===== config.mk =====
export PLATFORM = sky130hd
export DESIGN_NAME = step_sequencer
export DESIGN_NICKNAME = d
export VERILOG_FILES = /design/src/rtl/step_sequencer.sv
export SDC_FILE = /design/constraint.sdc
export NUM_CORES = 1
export LEC_CHECK = 0
export CORE_MARGIN = 8
export CORE_UTILIZATION = 35
export DETAILED_ROUTE_END_ITERATION = 10
export PLACE_DENSITY = 0.66
export SLEW_MARGIN = 20
export SYNTH_ARGS = -nofsm -noshare
export SYNTH_HDL_FRONTEND = slang
export SYNTH_SLANG_ARGS = --single-unit

===== constraint.sdc =====
create_clock -name Clk -period 11.6 [get_ports Clk]
set_input_delay 2.9 -clock Clk [delete_from_list [all_inputs] [get_ports Clk]]
set_output_delay 2.9 -clock Clk [all_outputs]
set_load 0.02 [all_outputs]

===== src/rtl/step_sequencer.sv =====
// Playback reader for four 12-step beat patterns: transport and tempo are decoded
// from the USB keycode bus, and each step entry fires one-cycle channel triggers.
module step_sequencer #(
  parameter int PERIOD_WIDTH   = 27,
  parameter int PERIOD_DEFAULT = 12_500_000,
  parameter int PERIOD_MIN     = 3_125_000,
  parameter int PERIOD_MAX     = 25_000_000,
  parameter int PERIOD_STEP    = 625_000
) (
  input  logic                    Clk,
  input  logic                    Reset,
  input  logic [7:0]              keycode,
  input  logic [11:0]             channel0,
  input  logic [11:0]             channel1,
  input  logic [11:0]             channel2,
  input  logic [11:0]             channel3,
  output logic [3:0]              trig,
  output logic                    step_strobe,
  output logic [3:0]              step,
  output logic                    playing,
  output logic [PERIOD_WIDTH-1:0] step_period
);

  localparam int PW1 = PERIOD_WIDTH + 1;
  localparam logic [PW1-1:0] MIN_W  = PW1'(PERIOD_MIN);
  localparam logic [PW1-1:0] MAX_W  = PW1'(PERIOD_MAX);
  localparam logic [PW1-1:0] STEP_W = PW1'(PERIOD_STEP);
  localparam logic [PERIOD_WIDTH-1:0] DEFAULT_P = PERIOD_WIDTH'(PERIOD_DEFAULT);

  localparam logic [7:0] KEY_SPACE = 8'h2C;
  localparam logic [7:0] KEY_ENTER = 8'h28;
  localparam logic [7:0] KEY_MINUS = 8'h2D;
  localparam logic [7:0] KEY_EQUAL = 8'h2E;

  typedef enum logic [1:0] {
    STOPPED = 2'd0,
    PLAYING = 2'd1,
    PAUSED  = 2'd2
  } state_t;

  state_t                  state_r, state_next_s;
  logic [7:0]              prev_key_r;
  logic [PERIOD_WIDTH-1:0] tick_cnt_r, tick_cnt_next_s;
  logic [3:0]              step_next_s, step_inc_s;
  logic [3:0]              trig_next_s;
  logic                    strobe_next_s;
  logic [PERIOD_WIDTH-1:0] period_next_s;
  logic [PW1-1:0]          period_wide_s, slower_s, faster_s;
  logic                    key_event_s, space_s, enter_s, boundary_s;

  // Gather the bit at one step index from all four channels, channel n in bit n.
  function automatic logic [3:0] pattern_at(input logic [3:0] idx,
                                            input logic [11:0] c0, input logic [11:0] c1,
                                            input logic [11:0] c2, input logic [11:0] c3);
    return {c3[idx], c2[idx], c1[idx], c0[idx]};
  endfunction

  assign key_event_s = (keycode != prev_key_r) && (keycode != 8'h00);
  assign space_s     = key_event_s && (keycode == KEY_SPACE);
  assign enter_s     = key_event_s && (keycode == KEY_ENTER);
  assign boundary_s  = tick_cnt_r >= (step_period - PERIOD_WIDTH'(1));
  assign step_inc_s  = (step == 4'd11) ? 4'd0 : step + 4'd1;

  assign period_wide_s = {1'b0, step_period};
  assign slower_s      = period_wide_s + STEP_W;
  assign faster_s      = period_wide_s - STEP_W;

  // Tempo keys adjust the period with saturation at both limits.
  always_comb begin
    period_next_s = step_period;
    if (key_event_s && (keycode == KEY_MINUS)) begin
      period_next_s = (slower_s > MAX_W) ? MAX_W[PERIOD_WIDTH-1:0] : slower_s[PERIOD_WIDTH-1:0];
    end else if (key_event_s && (keycode == KEY_EQUAL)) begin
      // Compare before subtracting so a small period can never wrap.
      period_next_s = (period_wide_s < (MIN_W + STEP_W)) ? MIN_W[PERIOD_WIDTH-1:0]
                                                        : faster_s[PERIOD_WIDTH-1:0];
    end else begin
      period_next_s = step_period;
    end
  end

  // Transport state machine, step advance and trigger generation.
  always_comb begin
    state_next_s    = state_r;
    tick_cnt_next_s = tick_cnt_r;
    step_next_s     = step;
    trig_next_s     = 4'b0000;
    strobe_next_s   = 1'b0;
    case (state_r)
      STOPPED: begin
        tick_cnt_next_s = '0;
        step_next_s     = 4'd0;
        if (space_s) begin
          state_next_s  = PLAYING;
          strobe_next_s = 1'b1;
          trig_next_s   = pattern_at(4'd0, channel0, channel1, channel2, channel3);
        end else begin
          state_next_s  = STOPPED;
        end
      end
      PLAYING: begin
        if (space_s) begin
          state_next_s = PAUSED;
        end else if (enter_s) begin
          state_next_s    = STOPPED;
          tick_cnt_next_s = '0;
          step_next_s     = 4'd0;
        end else if (boundary_s) begin
          tick_cnt_next_s = '0;
          step_next_s     = step_inc_s;
          strobe_next_s   = 1'b1;
          trig_next_s     = pattern_at(step_inc_s, channel0, channel1, channel2, channel3);
        end else begin
          tick_cnt_next_s = tick_cnt_r + PERIOD_WIDTH'(1);
        end
      end
      PAUSED: begin
        if (space_s) begin
          state_next_s = PLAYING;
        end else if (enter_s) begin
          state_next_s    = STOPPED;
          tick_cnt_next_s = '0;
          step_next_s     = 4'd0;
        end else begin
          state_next_s = PAUSED;
        end
      end
      default: begin
        state_next_s    = STOPPED;
        tick_cnt_next_s = '0;
        step_next_s     = 4'd0;
      end
    endcase
  end

  // State and registered outputs.
  always_ff @(posedge Clk) begin
    if (Reset) begin
      state_r     <= STOPPED;
      prev_key_r  <= 8'h00;
      tick_cnt_r  <= '0;
      step        <= 4'd0;
      trig        <= 4'b0000;
      step_strobe <= 1'b0;
      playing     <= 1'b0;
      step_period <= DEFAULT_P;
    end else begin
      state_r     <= state_next_s;
      prev_key_r  <= keycode;
      tick_cnt_r  <= tick_cnt_next_s;
      step        <= step_next_s;
      trig        <= trig_next_s;
      step_strobe <= strobe_next_s;
      playing     <= (state_next_s == PLAYING);
      step_period <= period_next_s;
    end
  end

endmodule


Yosys cells after proc, flatten, opt, wreduce, memory -nomap -nowiden
Cells that the tools add are included.

word-level totals
  word-level logic and storage cells = 81
  flip-flop bits (word level) = 74
  input bits = 58
  output and inout port bits = 37

operators by class
  reductions and logical operators = 10
  muxes and demuxes = 41
  $add $sub $neg = 5
  equal/unequal tests = 13
  order comparisons = 4

operators by type and width
  cell                                                          number
  2-to-1 mux 27 bit                                             9
  one-hot mux 27 bit (2 select lines)                           1
  2-to-1 mux 4 bit                                              10
  == test 8 x 6 -> 1 bit, second input constant                 4
  adder 27 x 20 -> 28 bit, second input constant                1
  > comparator 28 x 25 -> 1 bit, second input constant          1
  adder 27 x 1 -> 27 bit, second input constant                 1
  >= comparator 27 bit                                          1
  less-than comparator 27 x 22 -> 1 bit, second input constant  1
  subtractor 27 x 1 -> 27 bit, second input constant            1
  subtractor 27 x 20 -> 27 bit, second input constant           1
  binary-select mux 1 bit (select 4 bit)                        4
  one-hot mux 4 bit (2 select lines)                            2
  2-to-1 mux 1 bit                                              9
  2-to-1 mux 2 bit                                              4
  inequality test 8 bit                                         1
  nonzero test 8 bit                                            1
  inequality test 2 bit, second input constant                  3
  one-hot mux 2 bit (3 select lines)                            1
  logical AND 1 bit                                             5
  less-than comparator 4 x 5 -> 1 bit, second input constant    1
  adder 4 x 1 -> 4 bit, second input constant                   1
  == test 2 x 1 -> 1 bit, second input constant                 2
  == test 4 bit, second input constant                          1
  other kinds (7)                                               7

Depth between registers and ports, before layout
Gate-level depths: netlist of the first run.

  depth after elaboration = 8
  gate-level depth with buffers = 20
  gate-level depth less buffers = 17

Worst setup path after synthesis of the first run
OpenSTA, ideal clock, no wires.

  path type = input -> register
  start point = input port keycode[1]
  end point = register tick_cnt_r[13]
  required time = 11.472 ns
  setup slack = 6.396 ns
  stages = 10
  buffers on the path = 1
  library setup time = 0.128 ns
  data arrival time = 5.076 ns
  path through = clkbuf_1 > xor2_1 > nor4_1 > a211oi_1 > o211ai_1 > nand4_1 > nor2_1 > nand4_1 > xor2_1 > nor2_1

on the way
  cells in the longest elaborated chain, start to end = 6
  elaborated cells on any way between the ends = 14
  classes of those cells = eq/ne: 6; mux: 3; reduce/logical: 5

RTL lines
  element                                                             RTL line  text
  from (decl)                                                         12        input logic [7:0] keycode,
  inequality test 8 bit / nonzero test 8 bit (equally long branches)  58        assign key_event_s = (keycode != prev_key_r) && (keycode != 8'h00);
  logical AND 1 bit                                                   58
  logical AND 1 bit                                                   60        assign enter_s = key_event_s && (keycode == KEY_ENTER);
  2-to-1 mux 27 bit                                                   104       end else if (enter_s) begin
  2-to-1 mux 27 bit                                                   102       if (space_s) begin
  one-hot mux 27 bit (2 select lines)                                 89        case (state_r)
  to (signal assigned)                                                150       tick_cnt_r <= tick_cnt_next_s;
  to (decl)                                                           43        logic [PERIOD_WIDTH-1:0] tick_cnt_r, tick_cnt_next_s;

Several ways; a longest one is shown, not always the timed one. The select of a mux whose other input is x is not followed.
A chain may end at the register's enable or synchronous reset.

Final worst setup path of the first run
  start point = input port keycode[2]
  end point = register step_period[19]

on the way
  cells in the longest elaborated chain, start to end = 4
  elaborated cells on any way between the ends = 9
  classes of those cells = eq/ne: 3; mux: 1; reduce/logical: 5

RTL lines
  element                                                             RTL line  text
  inequality test 8 bit / nonzero test 8 bit (equally long branches)  58
  logical AND 1 bit                                                   58
  logical AND 1 bit, on equally long branches                         71, 73
  2-to-1 mux 27 bit / nonzero test 2 bit (equally long branches)      --
  to (signal assigned)                                                155       step_period <= period_next_s;
  to (decl)                                                           21        output logic [PERIOD_WIDTH-1:0] step_period

Several ways; a longest one is shown, not always the timed one.

==> impl_metrics.csv, run 1 <==
group,metric,value,unit
run_status,status,"completed",
clocking,holdBufCountCts,0,
critical_path,reg2regPathDepth,16,
sta,fin_crit,5900,ps
clocking,cts_setup_buffers,0,
place,port_buffers,91,
sta,slew_headroom,0.372,
critical_path,crit_required,11830,ps
floorplanning,std_cell_rows,48,
power_and_ir_drop,switching_share,0.214,
critical_path,crit_type,"input port to register",
routing,vias,6107,
finish,drive_gt1_frac,0.0656,
power_and_ir_drop,power_density,83.8,mW/mm2
critical_path,r2r_start,"step_period[5]$_SDFFE_PP1P_",
grt,globalRoute.totalOverflow,0,
critical_path,r2r_slack,6690,ps
power_and_ir_drop,p_switching,133,uW
place,dp_hpwl,13300,um
power_and_ir_drop,leakage,0.00266,uW
synth,synth.cell_area,0.00602,mm2
synth,ys_types,75,
min_path,hp-start,"tick_cnt_r[26]$_SDFFE_PP0P_",
clocking,path_clk_slew,60,ps
floorplanning,start_util,0.353,
finish,diodes,0,
clocking,cts_buffers,9,
sta,tightest_slew,939,ps
place,dp_slack,5420,ps
sta,period_share,0.508,
routing,drt-total-wl,17800,um
power_and_ir_drop,vdd_drop_max,97.2,uV
critical_path,r2r_end,"trig[2]$_SDFF_PP0_",
critical_path,arrival,6120,ps
routing,drtPass1Iterations,5,
clocking,cts.sinks,71,
synth,synthCells,779,
clocking,h-tree-depth,3,
synth,ys_warn_count,0,
routing,viasPerCell,5.75,
finish,nFillCells,1748,
place,dp_cells,1047,
floorplanning,die_w,147,um
min_path,min_path_type,"register to register",
power_and_ir_drop,p_clk_frac,0.515,
critical_path,end_kind,"register",
clocking,clk_latency,350,ps
grt,grt_start_max_net_pins,38,
min_path,min_path_cells,2,
min_path,min_to,"tick_cnt_r[26]$_SDFFE_PP0P_",
power_and_ir_drop,comb_power_share,0.081,
finish,layout.cells.non_filler,1063,
grt,grt_pass1_wl,29400,um
sta,fin_tns_setup,0,ps
synth,synthArstFlopShare,0,
synth,synthFlopType,"dfxtp_1",
routing,drc_errors,0,
finish,final_util,0.433,
clocking,cts_tree,"yes",
critical_path,start_kind,"input port",
sta,layout_setup_ws,5700,ps
synth,synth-edff-count,0,
sta,maxSlewViolCount,0,
job,max-cap-violations,0,
sta,setup_viol,0,
floorplanning,io_pins,95,
sta,skew,10.2,ps
routing,ant_nets,0,
sta,timing.hold.ws,525,ps
sta,rsz0062_at_grt,"no",
sta,hold_violations,0,
routing,wl_per_cell,16.8,um
place,gp_congestion,0.886,
finish,final_nets,920,
grt,antenna_found_initial,0,
sta,max_clock_freq,0.170,GHz
synth,ys_seq_area_frac,0.236,
clocking,clk_path_buf_depth,2,
grt,grt_pass1_vias,5627,
clocking,ctsResizeCount,0,
floorplanning,core,0.0171,mm2
synth,ys_seq_elements,71,
power_and_ir_drop,p_int,486,uW
power_and_ir_drop,pwr-share-seq,0.404,
routing,drt_iter0_drc,662,
grt,gr-usage-all-layers,0.164,
finish,areaGrowthSynthToFinish,22.5,%
floorplanning,die_h,147,um
clocking,clk_root_buffer_cell,"clkbuf_16",
synth,avgSynthCellArea,7.73,um2
critical_path,cp_max_fo,18,
floorplanning,die-area,0.0217,mm2
critical_path,setup.worst_path.start,"keycode[2]",
[final cells by class]
| class | count | area [um2] | share of cell area |
|---|---|---|---|
| Clock inverter | 6 | 109 | 0.0148 |
| Inverter | 14 | 52.6 | 0.00712 |
| Multi-Input combinational cell | 639 | 4320 | 0.586 |
| Timing Repair Buffer | 98 | 963 | 0.131 |
| Sequential cell | 71 | 1420 | 0.193 |
| Clock buffer | 10 | 229 | 0.0310 |
| Tap cell | 225 | 282 | 0.0382 |
[registers in the layout, summed over array words and instances (netlist names)]
signal,cells
step,4
tick_cnt_r,27
playing,1
prev_key_r,8
step_strobe,1
step_period,24
state_r,2
trig,4
[critical path: stages]
cell and delay [ps]:
clkdlybuf4s50_1 490, xor2_1 200, nor4_1 560, a2111o_1 740, o31ai_1 170, buf_4 240, nor2_1 360, a21oi_1 120
a211oi_1 210, o21ai_0 110
[layout by cell type, fill, tap and decap left out, types with 29 or more instances in the layout]
master           synthesis  layout
xor2_1                  37      37
nor2_1                  86      86
ha_1                    29      29
nor3_1                  29      29
clkdlybuf4s50_1          0      91
nand2_1                 65      65
o21ai_0                 37      37
nand3_1                 35      35
dfxtp_1                 71      71
a21oi_1                 49      49
[per-layer routing]
layer  up-vias  share of wire  global-route usage
met5         -              0                   0
met4         0          0.013              0.0449
met3        22          0.090              0.0532
met2       255           0.44               0.249
met1      2857           0.46               0.217
li1       2973              -                   -
[cell usage after synthesis (all sizes together) (15+ instances only)]
cell type,n,area [um2]
nand4,15,93.8
a21oi,49,245
nand3,35,175
ha,29,363
clkbuf,42,158
xor2,37,324
o21ai,37,185
nand2,65,244
nor2,87,329
buf,15,88.8
dfxtp,71,1420
nor3,29,145
xnor2,26,228
a31oi,17,121
[worst max path at each step]
stage | endpoint | slack, ps | depth (start not counted)
floorplan | tick_cnt_r[13]$_SDFFE_PP0P_ | 6400 | 10
global placement | tick_cnt_r[13]$_SDFFE_PP0P_ | 5490 | 10
detailed placement | tick_cnt_r[13]$_SDFFE_PP0P_ | 5420 | 10
CTS | tick_cnt_r[13]$_SDFFE_PP0P_ | 5750 | 10
global route | tick_cnt_r[17]$_SDFFE_PP0P_ | 5230 | 10
finish | step_period[19]$_SDFFE_PP1P_ | 5700 | 10
[stage by stage]
step / instance area, um2 / power, uW
floorplan: 6030 / 279
global placement: 7040 / 305
detailed placement: 7040 / 305
CTS: 7380 / 625
global route: 7380 / 639
finish: 7380 / 619
[cell families after synthesis]
kind of cell             Yosys count  share of synthesized area
AO/OA/AOI/OAI                    211                      0.244
XOR/XNOR                          63                     0.0916
adder cells (fa/ha/maj)           29                     0.0602
buffers and inverters             71                     0.0496
flip-flops                        71                      0.236
multiplexers                      20                     0.0584
other                              1                   0.000623
AND/OR/NAND/NOR                  313                      0.259
[power by group through the flow]
| stage | Combinational (uW) | Clock [uW] | Sequential [uW] |
|---|---|---|---|
| 3_5_place_dp | 50.0 | 0 | 255 |
| 4_1_cts | 50.1 | 325 | 250 |
| 5_1_grt | 54.5 | 335 | 250 |
| 2_1_floorplan | 25.4 | 0 | 254 |
| 3_3_place_gp | 49.6 | 0 | 255 |
| 6_report | 50.0 | 319 | 250 |
(Power assumes the default switching activity.)
==> run 2: changes to the inputs <==
Clock period 11.6 ns to 6 ns, I/O delays scaled along.
==> run 2 against run 1 <==
  * Total power is 88% higher
  * Clock skew down 3.2 ps
  * Global-route usage up 0.51 points
  * Sequential share of layout area fell by 0.10 points
  * Via count increased by 1.1%
  * Final cell count up 0.56%
  * Worst hold slack got worse by 6.9 ps
  * Critical endpoint is now tick_cnt_r[14]$_SDFFE_PP0P_
  * Largest cell class unchanged
  * Largest power group unchanged
==> impl_metrics.csv, run 2 (same netlist as run 1, synthesis figures left out) <==
group,metric,value,unit
grt,top_usage_layer,"met2",
critical_path,path_common_cell,"nor2_1",
min_path,hp-start,"step_period[4]$_SDFFE_PP0P_",
finish,largest_reg_flops,27,
clocking,cts_setup_buffers,0,
finish,diodes,0,
critical_path,start_kind,"register",
clocking,clk_root_buffer_cell,"clkbuf_16",
power_and_ir_drop,power_density,157,mW/mm2
power_and_ir_drop,switching_share,0.226,
routing,drt-total-wl,18500,um
power_and_ir_drop,p_switching,263,uW
critical_path,crit_type,"register to register",
sta,rsz0062_at_grt,"no",
routing,drc_errors,0,
routing,drt_iter0_drc,569,
floorplanning,start_util,0.353,
sta,max_clock_freq,0.217,GHz
floorplanning,std_cell_rows,48,
grt,globalRoute.totalOverflow,0,
grt,gr-usage-all-layers,0.169,
clocking,clk_latency,350,ps
critical_path,critPathMaxStageDelay,530,ps
grt,grt_pass1_wl,30200,um
finish,final_util,0.435,
sta,maxSlewViolCount,0,
grt,grt_start_max_net_pins,38,
floorplanning,die_h,147,um
sta,timing.hold.ws,518,ps
clocking,path_clk_slew,60,ps
floorplanning,die-area,0.0217,mm2
critical_path,r2r_start,"step_period[5]$_SDFFE_PP1P_",
sta,hold_violations,0,
routing,viasPerCell,5.78,
clocking,cts.sinks,71,
run_status,status,"completed",
finish,final_nets,926,
routing,wl_per_cell,17.3,um
sta,skew,6.99,ps
critical_path,crit_slowest_cell,"or4_1",
sta,slew_headroom,0.237,
floorplanning,core,0.0171,mm2
place,dp_hpwl,13700,um
place,gp_congestion,0.916,
power_and_ir_drop,comb_power_share,0.085,
power_and_ir_drop,pwr-share-seq,0.415,
power_and_ir_drop,p_clk_frac,0.500,
routing,drtPass1Iterations,5,
finish,final_common_cell,"clkdlybuf4s50_1",
sta,layout_setup_ws,1380,ps
min_path,min_path_type,"register to register",
critical_path,cp_cell_sequence,"buf_4, nor2_1, nand3_1, nor2_1, nand2_1, nor3_1, xnor2_1, ha_1, nand4_1, or4_1, o21ai_0, a21o_1, a22oi_1, a31oi_1, o21ai_0, nand3_1, buf_4, nor2_1",
sta,fin_crit,4620,ps
critical_path,end_kind,"register",
finish,top_regs,"tick_cnt_r x27, step_period x24, prev_key_r x8",
critical_path,setup.worst_path.start,"step_period[5]$_SDFFE_PP1P_",
finish,regMostFlops,"tick_cnt_r",
clocking,h-tree-depth,3,
critical_path,arrival,4850,ps
grt,antenna_found_initial,0,
finish,drive_gt1_frac,0.0735,
clocking,cts_tree,"yes",
clocking,cts_buffers,9,
clocking,holdBufCountCts,0,
power_and_ir_drop,leakage,0.00268,uW
grt,grt_use_met1,0.224,
place,dp_slack,1260,ps
finish,final_cell_mix,"clkdlybuf4s50_1, nor2_1, dfxtp_1, nand2_1, a21oi_1",
grt,met3_usage,0.0560,
routing,vias,6176,
finish,areaGrowthSynthToFinish,23.1,%
power_and_ir_drop,p_int,899,uW
power_and_ir_drop,vdd_drop_max,154,uV
floorplanning,die_w,147,um
clocking,clk_path_buf_depth,2,
clocking,ctsResizeCount,0,
sta,tightest_slew,1130,ps
sta,setup_viol,0,
critical_path,cp_max_fo,22,
floorplanning,io_pins,95,
job,max-cap-violations,0,
sta,fin_tns_setup,0,ps
routing,ant_nets,0,
critical_path,crit_required,6230,ps
place,port_buffers,91,
grt,grt_pass1_vias,5941,
grt,met2_usage,0.253,
sta,period_share,0.769,
## run 2: final timing paths
kind                                       to  slack (ps)  cells after the start
hold reg to reg   step_period[4]$_SDFFE_PP0P_         520                      2
setup / recovery  tick_cnt_r[14]$_SDFFE_PP0P_        1380                     18
hold / removal    step_period[4]$_SDFFE_PP0P_         520                      2
setup reg to reg  tick_cnt_r[14]$_SDFFE_PP0P_        1380                     18
## run 2: per-stage QoR
stage	instances	total power, uW	cell area, um2
4_1_cts	1069	1170	7410
6_report	1069	1160	7420
3_3_place_gp	1053	589	7090
3_5_place_dp	1053	590	7090
5_1_grt	1069	1200	7420
2_1_floorplan	781	539	6030
## run 2: worst max-delay path: cells and delay by family (launching register included)
kind | cells | cell delay [ps]
AND/OR/NAND/NOR | 9 | 2510
adder cells (fa/ha/maj) | 1 | 310
XOR/XNOR | 1 | 100
flip-flops | 1 | 300
AO/OA/AOI/OAI | 5 | 760
buffers and inverters | 2 | 520
## run 2: area by class of cell
| type | count | area [um2] |
|---|---|---|
| fill | 1777 | 9640 |
| multi-input combinational | 639 | 4330 |
| sequential | 71 | 1420 |
| timing repair buffer | 104 | 1010 |
| tap | 225 | 282 |
| clock buffer | 9 | 225 |
| clock inverter | 7 | 97.6 |
| inverter | 14 | 52.6 |
## run 2: power groups by stage
| stage | Sequential (uW) | Clock [uW] | Combinational (uW) |
|---|---|---|---|
| 2_1_floorplan | 490 | 0 | 49.1 |
| 3_3_place_gp | 492 | 0 | 97.2 |
| 3_5_place_dp | 492 | 0 | 98.3 |
| 4_1_cts | 482 | 593 | 98.4 |
| 5_1_grt | 482 | 615 | 107 |
| 6_report | 482 | 581 | 99.0 |
## run 2: per-layer routing
| metal | vias to the layer above | wire length, um |
|---|---|---|
| met5 | - | 0 |
| li1 | 2982 | - |
| met3 | 30 | 2010 |
| met1 | 2854 | 8030 |
| met4 | 0 | 261 |
| met2 | 310 | 8150 |
==> run 3: changes to the inputs <==
Settings changed: PLACE_DENSITY 0.66 to 0.68.
Clock period 6 ns to 3.9 ns, I/O delays scaled along.
==> run 3 against run 2 <==
  * Sequential cell count did not move
  * Global-route usage fell by 0.057 points
  * Sequential share of layout area fell by 0.88 points
  * Critical path type unchanged
  * First-iteration DRC count decreased by 1.2%
  * Setup slack got worse by 1200 ps
  * Wire length up 1.9%
  * Count of clock-buffer cells in the layout rose by 5
==> impl_metrics.csv, run 3 (same netlist as run 1, synthesis figures left out) <==
group,metric,value,unit
sta,setup_viol,0,
critical_path,end_kind,"register",
place,gp_congestion,0.903,
critical_path,crit_type,"register to register",
sta,tightest_slew,919,ps
critical_path,cp_cell_sequence,"buf_4, ha_1, nor4_4, nor2_1, o311a_4, a211oi_1, nand3_1, or3_1, o22ai_4, nand2_1, o211ai_1",
grt,antenna_found_initial,0,
finish,top_regs,"tick_cnt_r x27, step_period x24, prev_key_r x8",
routing,drtPass1Iterations,5,
grt,globalRoute.totalOverflow,0,
sta,timing.hold.ws,542,ps
clocking,clk_root_buffer_cell,"clkbuf_16",
finish,final_common_cell,"clkdlybuf4s50_1",
routing,vias,6315,
finish,largest_reg_flops,27,
finish,final_nets,967,
grt,grt_pass1_wl,30400,um
floorplanning,die-area,0.0217,mm2
clocking,clk_latency,340,ps
floorplanning,start_util,0.353,
power_and_ir_drop,power_density,221,mW/mm2
routing,drc_errors,0,
sta,fin_crit,3710,ps
finish,diodes,0,
run_status,status,"completed",
routing,viasPerCell,5.69,
clocking,path_clk_slew,60,ps
clocking,cts_buffers,9,
place,dp_hpwl,14100,um
floorplanning,io_pins,95,
critical_path,arrival,3970,ps
routing,drt_iter0_drc,562,
finish,drive_gt1_frac,0.125,
sta,slew_headroom,0.382,
power_and_ir_drop,leakage,0.00289,uW
grt,grt_start_max_net_pins,32,
critical_path,start_kind,"register",
sta,maxSlewViolCount,0,
routing,wl_per_cell,16.9,um
finish,final_cell_mix,"clkdlybuf4s50_1, nor2_1, dfxtp_1, nand2_1, buf_4",
grt,gr-usage-all-layers,0.168,
power_and_ir_drop,finalPower,1720,uW
clocking,cts.sinks,71,
place,dp_cells,1092,
finish,regMostFlops,"tick_cnt_r",
sta,max_clock_freq,0.270,GHz
sta,fin_tns_setup,0,ps
floorplanning,die_w,147,um
finish,layout.cells.non_filler,1110,
sta,skew,5.73,ps
sta,period_share,0.951,
finish,final_util,0.456,
power_and_ir_drop,vdd_drop_max,192,uV
critical_path,crit_slowest_cell,"or3_1",
job,max-cap-violations,0,
routing,drt-total-wl,18800,um
critical_path,r2r_slack,190,ps
floorplanning,core,0.0171,mm2
critical_path,cp_max_fo,12,
clocking,cts_tree,"yes",
critical_path,crit_required,4160,ps
critical_path,critPathMaxStageDelay,450,ps
routing,ant_nets,0,
place,port_buffers,91,
clocking,h-tree-depth,3,
grt,grt_pass1_vias,6073,
floorplanning,die_h,147,um
sta,hold_violations,0,
min_path,min_path_type,"register to register",
clocking,clk_path_buf_depth,2,
clocking,holdBufCountCts,0,
finish,areaGrowthSynthToFinish,29.1,%
floorplanning,std_cell_rows,48,
run 3: cell types whose count changed in the layout (fill, tap and decap cells not counted), moves of 3 or more:
| cell | previous run | this run |
|---|---|---|
| clkbuf_8 | 0 | 4 |
| o21ai_0 | 37 | 34 |
| nor3_2 | 0 | 3 |
| nor2_1 | 86 | 83 |
| o21ai_1 | 0 | 3 |
| nor3_1 | 29 | 26 |
| buf_4 | 13 | 52 |
run 3: worst paths after layout:
path | from | endpoint | depth (start not counted)
max | step_period[4]$_SDFFE_PP0P_ | step_period[17]$_SDFFE_PP1P_ | 11
min | state_r[1]$_SDFF_PP0_ | step_strobe$_SDFF_PP0_ | 1
min reg2reg | state_r[1]$_SDFF_PP0_ | step_strobe$_SDFF_PP0_ | 1
max reg2reg | step_period[4]$_SDFFE_PP0P_ | step_period[17]$_SDFFE_PP1P_ | 11
run 3: where the power goes:
part	internal [uW]	switching, uW
Clock	499	317
Combinational	95.8	67.2
Sequential	732	4.92
Total	1330	390
run 3: area by class of cell:
type,instances,area [um2]
Inverter,14,52.6
Fill cell,1693,9280
Tap cell,225,282
Sequential cell,71,1420
Clock inverter,2,12.5
Multi-Input combinational cell,639,4380
Clock buffer,14,284
Timing Repair Buffer,145,1350
run 3: repair_timing:
action / 4_1_cts / 5_1_grt
pin swaps: 0 / 4
setup buffers: 0 / 1
resized for setup: 1 / 12
endpoints found under the setup margin: 31 / 36
cloned: 0 / 1
run 3: metal layers:
layer | vias to the layer above | track usage | wire length (um)
met1 | 2945 | 0.211 | 8300
met4 | 0 | 0.0347 | 222
li1 | 3067 | - | -
met5 | - | 0 | 0
met3 | 20 | 0.0649 | 1790
met2 | 283 | 0.267 | 8500
run 3: metrics by stage:
stage | setup slack (ps) | cell area [um2]
floorplan | 6.14 | 6040
global placement | 181 | 7400
detailed placement | 2.38 | 7400
CTS | 7.15 | 7690
global route | -23.2 | 7770
finish | 192 | 7770
run 3: worst max-delay path, delay by kind of cell, from the launching register on:
family / cells / cell delay, ps
fa+ha+maj: 1 / 320
buf+inv: 1 / 200
simple gates: 5 / 1440
flops: 1 / 350
compound gates: 4 / 1300
